[src/rtl/filter3x3_pipe_pkg.sv]
// Shared constants for the 3x3 neighbourhood filter: mode encoding, tap indices
// and the Gaussian normalisation/rounding constants.
package filter_pkg;

  typedef enum logic [1:0] {
    MODE_GAUSS  = 2'd0,
    MODE_MIN    = 2'd1,
    MODE_MAX    = 2'd2,
    MODE_CENTRE = 2'd3
  } mode_e;

  localparam int TAP_CENTRE  = 4;
  localparam int GAUSS_SHIFT = 4;
  localparam int GAUSS_RND   = 8;

endpackage

[src/rtl/filter3x3_row.sv]
// Combinational 3-tap reducer: a+2b+c, min, max or middle tap, chosen by mode.
// Used per row in S1 and again across the three row results in S2.
module filter3x3_row
  import filter_pkg::*;
#(
  parameter int IW = 8
) (
  input  logic [IW-1:0] i_a,
  input  logic [IW-1:0] i_b,
  input  logic [IW-1:0] i_c,
  input  mode_e         i_mode,
  output logic [IW+1:0] o_res
);

  logic [IW+1:0] w_a;
  logic [IW+1:0] w_b;
  logic [IW+1:0] w_c;
  logic [IW+1:0] w_min;
  logic [IW+1:0] w_max;

  assign w_a = {2'b00, i_a};
  assign w_b = {2'b00, i_b};
  assign w_c = {2'b00, i_c};

  always_comb begin
    w_min = w_a;
    if (w_b < w_min) w_min = w_b;
    if (w_c < w_min) w_min = w_c;
    w_max = w_a;
    if (w_b > w_max) w_max = w_b;
    if (w_c > w_max) w_max = w_c;
  end

  // The middle tap is the centre of the row; for the centre row that is tap 4.
  always_comb begin
    o_res = '0;
    case (i_mode)
      MODE_GAUSS:  o_res = w_a + (w_b << 1) + w_c;
      MODE_MIN:    o_res = w_min;
      MODE_MAX:    o_res = w_max;
      MODE_CENTRE: o_res = w_b;
    endcase
  end

endmodule

[src/rtl/filter3x3_pipe.sv]
// Three-stage pipelined 3x3 filter (Gaussian / min / max / centre) with
// valid/ready backpressure. Define FILTER3X3_ROUND_EN for round-half-up Gaussian.
module filter3x3_pipe
  import filter_pkg::*;
#(
  parameter int DW     = 8,
  parameter int NUM_CH = 3,
  parameter int TAG_W  = 2
) (
  input  logic                   clk,
  input  logic                   rst_n,
  input  logic                   in_valid,
  output logic                   in_ready,
  input  logic [NUM_CH*9*DW-1:0] in_win,
  input  logic [1:0]             in_mode,
  input  logic [TAG_W-1:0]       in_tag,
  output logic                   out_valid,
  input  logic                   out_ready,
  output logic [NUM_CH*DW-1:0]   out_pix,
  output logic [TAG_W-1:0]       out_tag
);

  logic                            w_adv;
  mode_e                           w_in_mode;
  logic [NUM_CH-1:0][2:0][DW+1:0]  w_s1_row;
  logic [NUM_CH-1:0][DW+3:0]       w_s2_sum;
  logic [NUM_CH-1:0][DW-1:0]       w_s3_pix;

  logic                            r_s1_vld;
  mode_e                           r_s1_mode;
  logic [TAG_W-1:0]                r_s1_tag;
  logic [NUM_CH-1:0][2:0][DW+1:0]  r_s1_row;

  logic                            r_s2_vld;
  mode_e                           r_s2_mode;
  logic [TAG_W-1:0]                r_s2_tag;
  logic [NUM_CH-1:0][DW+3:0]       r_s2_sum;

  logic                            r_out_valid;
  logic [TAG_W-1:0]                r_out_tag;
  logic [NUM_CH-1:0][DW-1:0]       r_out_pix;

  assign w_adv     = ~r_out_valid | out_ready;
  assign in_ready  = w_adv;
  assign w_in_mode = mode_e'(in_mode);

  for (genvar ch = 0; ch < NUM_CH; ch++) begin : g_ch
    for (genvar row = 0; row < 3; row++) begin : g_row
      filter3x3_row #(.IW(DW)) u_row (
        .i_a    (in_win[(ch*9 + row*3 + 0)*DW +: DW]),
        .i_b    (in_win[(ch*9 + row*3 + 1)*DW +: DW]),
        .i_c    (in_win[(ch*9 + row*3 + 2)*DW +: DW]),
        .i_mode (w_in_mode),
        .o_res  (w_s1_row[ch][row])
      );
    end

    // Row results reused as taps: R0 + 2*R1 + R2, or min/max/centre of rows.
    filter3x3_row #(.IW(DW + 2)) u_comb (
      .i_a    (r_s1_row[ch][0]),
      .i_b    (r_s1_row[ch][1]),
      .i_c    (r_s1_row[ch][2]),
      .i_mode (r_s1_mode),
      .o_res  (w_s2_sum[ch])
    );

    logic [DW+3:0] w_biased;

    always_comb begin
`ifdef FILTER3X3_ROUND_EN
      w_biased = r_s2_sum[ch] + (DW+4)'(GAUSS_RND);
`else
      w_biased = r_s2_sum[ch];
`endif
      if (r_s2_mode == MODE_GAUSS) begin
        w_s3_pix[ch] = DW'(w_biased >> GAUSS_SHIFT);
      end else begin
        w_s3_pix[ch] = r_s2_sum[ch][DW-1:0];
      end
    end
  end

  always_ff @(posedge clk or negedge rst_n) begin
    if (!rst_n) begin
      r_s1_vld    <= 1'b0;
      r_s1_mode   <= MODE_GAUSS;
      r_s1_tag    <= '0;
      r_s1_row    <= '0;
      r_s2_vld    <= 1'b0;
      r_s2_mode   <= MODE_GAUSS;
      r_s2_tag    <= '0;
      r_s2_sum    <= '0;
      r_out_valid <= 1'b0;
      r_out_tag   <= '0;
      r_out_pix   <= '0;
    end else if (w_adv) begin
      r_s1_vld    <= in_valid;
      r_s1_mode   <= w_in_mode;
      r_s1_tag    <= in_tag;
      r_s1_row    <= w_s1_row;
      r_s2_vld    <= r_s1_vld;
      r_s2_mode   <= r_s1_mode;
      r_s2_tag    <= r_s1_tag;
      r_s2_sum    <= w_s2_sum;
      r_out_valid <= r_s2_vld;
      r_out_tag   <= r_s2_tag;
      r_out_pix   <= w_s3_pix;
    end
  end

  assign out_valid = r_out_valid;
  assign out_tag   = r_out_tag;
  assign out_pix   = r_out_pix;

endmodule

[config.mk]
export PLATFORM = sky130hd
export DESIGN_NAME = filter3x3_pipe
export DESIGN_NICKNAME = d
export VERILOG_FILES = /design/src/rtl/filter3x3_pipe_pkg.sv /design/src/rtl/filter3x3_row.sv /design/src/rtl/filter3x3_pipe.sv
export SDC_FILE = /design/constraint.sdc
export NUM_CORES = 1
export LEC_CHECK = 0
export ABC_AREA = 1
export BUFFER_PORTS_ARGS = -buffer_cell sky130_fd_sc_hd__buf_2
export CAP_MARGIN = 25
export CORE_MARGIN = 3
export CORE_UTILIZATION = 53
export CTS_BUF_LIST = sky130_fd_sc_hd__clkbuf_16
export DETAILED_ROUTE_END_ITERATION = 12
export GPL_TIMING_DRIVEN = 1
export PLACE_DENSITY = 0.69
export SLEW_MARGIN = 10
export SYNTH_ARGS = -nofsm -noshare
export SYNTH_HDL_FRONTEND = slang
export SYNTH_SLANG_ARGS = --single-unit
[constraint.sdc]
create_clock -name clk -period 7.05 [get_ports clk]
set_input_delay 0.705 -clock clk [delete_from_list [all_inputs] [get_ports clk]]
set_output_delay 0.705 -clock clk [all_outputs]
set_load 0.02 [all_outputs]
==> impl_metrics.yaml <==
floorplanning:
  core_um2: 50170
  die_area_um2: 53590
  die_x_um: 231.5
  initial_utilization_pct: 53.72
  row_count: 82
  die_y_um: 231.5
  ios: 252
detailed_routing:
  route.detailed.drc: 0
  drt_first_pass_iters: 6
  vias: 27440
  ant_nets: 0
  vias_per_cell: 5.554
  drt_iter0_drc: 2379
  drt-total-wl_um: 83920
  wl_per_cell_um: 16.98
pwr:
  pwr-share-seq_pct: 18.8
  vdd_drop_max_mv: 0.2197
  internal-power_mw: 4.094
  total_power_mw: 9.070
  p_sw_share_pct: 54.86
  leakage_nw: 15.99
  combPwrFrac_pct: 71.2
  netSwitchingPower_mw: 4.975
  clockPowerShare_pct: 10.0
  power.density_nw_per_um2: 310.6
min_path:
  hp-class: "primary input to asynchronous set/reset pin"
setup_path:
  cp_cell_sequence: "ha_1, a21oi_1, o21ai_0, nand2_1, nand3_1, o21ai_1, buf_4, o21ai_1, ha_1, nand2_1, inv_1, nand3_1, nor2_1, o21ai_0, o2111ai_1, nand2_1, or2_2, a31oi_1, nand3b_1, nand2_1, inv_1"
  crit_path_max_incr_delay_ns: 0.47
  worstSetupPathType: "register to register"
  crit_slowest_cell: "dfrtp_1"
  path_buf_inv: 3
  startpoint: "r_s1_row[73]"
  worstPathRequired_ns: 7.38
  critPathMaxFanout: 20
  r2r-start: "r_s1_row[73]"
  worst_setup_path_end_kind: "register"
  start_kind: "register"
  critPathArrivalTime_ns: 4.78
  cpMostUsedCell: "nand2_1"
  cp_top_family: "simple AND/OR/NAND/NOR gates"
clocking:
  cts_resized: 0
  clk_pin_slew_ns: 0.07
  clkLatencyLatePin_ns: 0.44
  post-cts-setup-buffers: 0
  cts_made_buffers: 17
  postCtsHoldBufs: 0
  root_buffer: "clkbuf_16"
  clock_sink_count: 163
  cts_tree: "built"
  cts_max_level: 4
  clk_path_buf_depth: 2
finish:
  stdcell_area_um2: 29200
  mostFrequentLayoutCell: "nand2_1"
  stdcell_count: 4941
  fin_nets: 4975
  layout_common_cells: "nand2_1, inv_1, ha_1"
  fin_util_pct: 58.21
  syn_to_final_growth_pct: 8.361
  drive_gt1_share_pct: 10.70
synth:
  synthFlopType: "dfrtp_1"
  ys_types: 44
  yosysWarningCount: 0
  ys_ff_latch: 163
  syn_inst: 4082
  syn_area_um2: 26950
  synth_edf_count: 0
  yosysSeqAreaShare_pct: 15.13
  syn_nets: 4816
  avgSynthCellArea_um2: 6.602
  ys_async_sr_fraction_pct: 100.0
flow_run:
  drv_cap: 0
timing:
  slew-limit-headroom_pct: 40.55
  report.final.slew_viol_count: 0
  hold_viol_final: 0
  finalSetupViolCount: 0
  tightest_slew_ns: 0.8918
  fmax_ghz: 0.2246
  rsz0062_at_grt: "false"
  tns_ns: 0
  finalCriticalPeriod_ns: 4.452
  layout_worst_path_cycle_share_pct: 63.14
  final.setup_skew_ns: 0.008842
place:
  placed_cell_area_um2: 28600
  gp_congestion: 0.9610
  placed_cells: 4893
  port_buffers: 251
  dpl.hpwl_um: 67120
grt:
  overflow: 0
  grt_max_degree: 97
  antenna_found_initial: 21
  grt_pass1_vias: 25560
  grt_pass1_wl_um: 136200
  track_usage_pct: 31.11
outcome:
  status: "finished, final reports clean"
cell usage after synthesis (all sizes together) (4+ instances only):
master | n | area (um2)
a21o | 27 | 202.7
xor2 | 44 | 385.4
nand2 | 1310 | 5102
a31oi | 75 | 469.2
o211ai | 36 | 270.3
buf | 49 | 324.1
nand4 | 20 | 125.1
nand3 | 378 | 1912
o22ai | 21 | 131.4
dfrtp | 163 | 4079
a21oi | 243 | 1216
clkbuf | 83 | 311.6
inv | 498 | 1869
nor2 | 201 | 799.5
o21bai | 4 | 33.78
a211oi | 14 | 150.2
o2111ai | 4 | 35.03
xnor2 | 16 | 140.1
fa | 102 | 2042
nor3 | 5 | 25.02
ha | 408 | 5105
or2 | 12 | 75.08
o21ai | 353 | 2022
nand3b | 12 | 93.84
kinds of logic after synthesis:
logic type	count (synthesis)	share of synthesized area, %
and+or+nand+nor	1938	30.18
AOI/OAI and AO/OA	780	16.91
buffers and inverters	631	9.308
DFF	163	15.13
xor gates and xnor gates	60	1.950
adders and majority gates	510	26.52
power by group through the flow:
stage	logic, mW	registers, mW	clock network [mW]
final	6.46	1.70	0.905
after detailed placement	6.35	1.71	0
after floorplan	4.84	1.65	0
after global placement	6.28	1.70	0
after global routing	7.40	1.75	0.960
after CTS	6.39	1.69	0.919
state kept, by name (all words and copies together), names as in the netlist:
register,count
r_s2_tag,2
r_s2_vld,1
r_s1_row,90
g_ch.w_biased,36
r_s1_mode,2
out_valid,1
r_s2_mode,2
out_tag,2
r_s1_tag,2
r_s1_vld,1
out_pix,24
final timing paths:
kind,cells past startpoint,slack [ns],end
min in group clk,2,0.46,out_valid
max in group asynchronous,2,5.28,r_s1_row[59]
hold / removal,1,0.37,out_pix[17]
hold reg to reg,2,0.46,out_valid
setup / recovery,21,2.60,g_ch[2].w_biased[7]
setup reg to reg,21,2.60,g_ch[2].w_biased[7]
metrics by stage:
step                hold WS (ns)  setup WS (ns)
floorplan                 0.4094          3.667
global placement          0.4376          2.426
detailed placement        0.4485          2.681
CTS                       0.4023          2.651
global route              0.4393          2.143
finish                    0.3698          2.598
routing by layer:
layer	share of wire [%]	vias to the layer above	track usage, %
met5	0.11	-	0
met4	1.7	16	6.392
met3	7.9	106	4.376
met2	42	985	46.84
met1	48	12450	47.24
li1	-	13890	-
area by class of cell:
class	count	area [um2]
diodes	15	37.54
fillers	5027	20970
clock buffers	17	425.4
well taps	672	840.8
multi-input cells	3288	20390
flip-flops and latches	163	4079
clock inverters	15	132.6
inverters	499	1878
repair buffers	272	1420
Note: power is estimated with default switching activity, not from simulation.
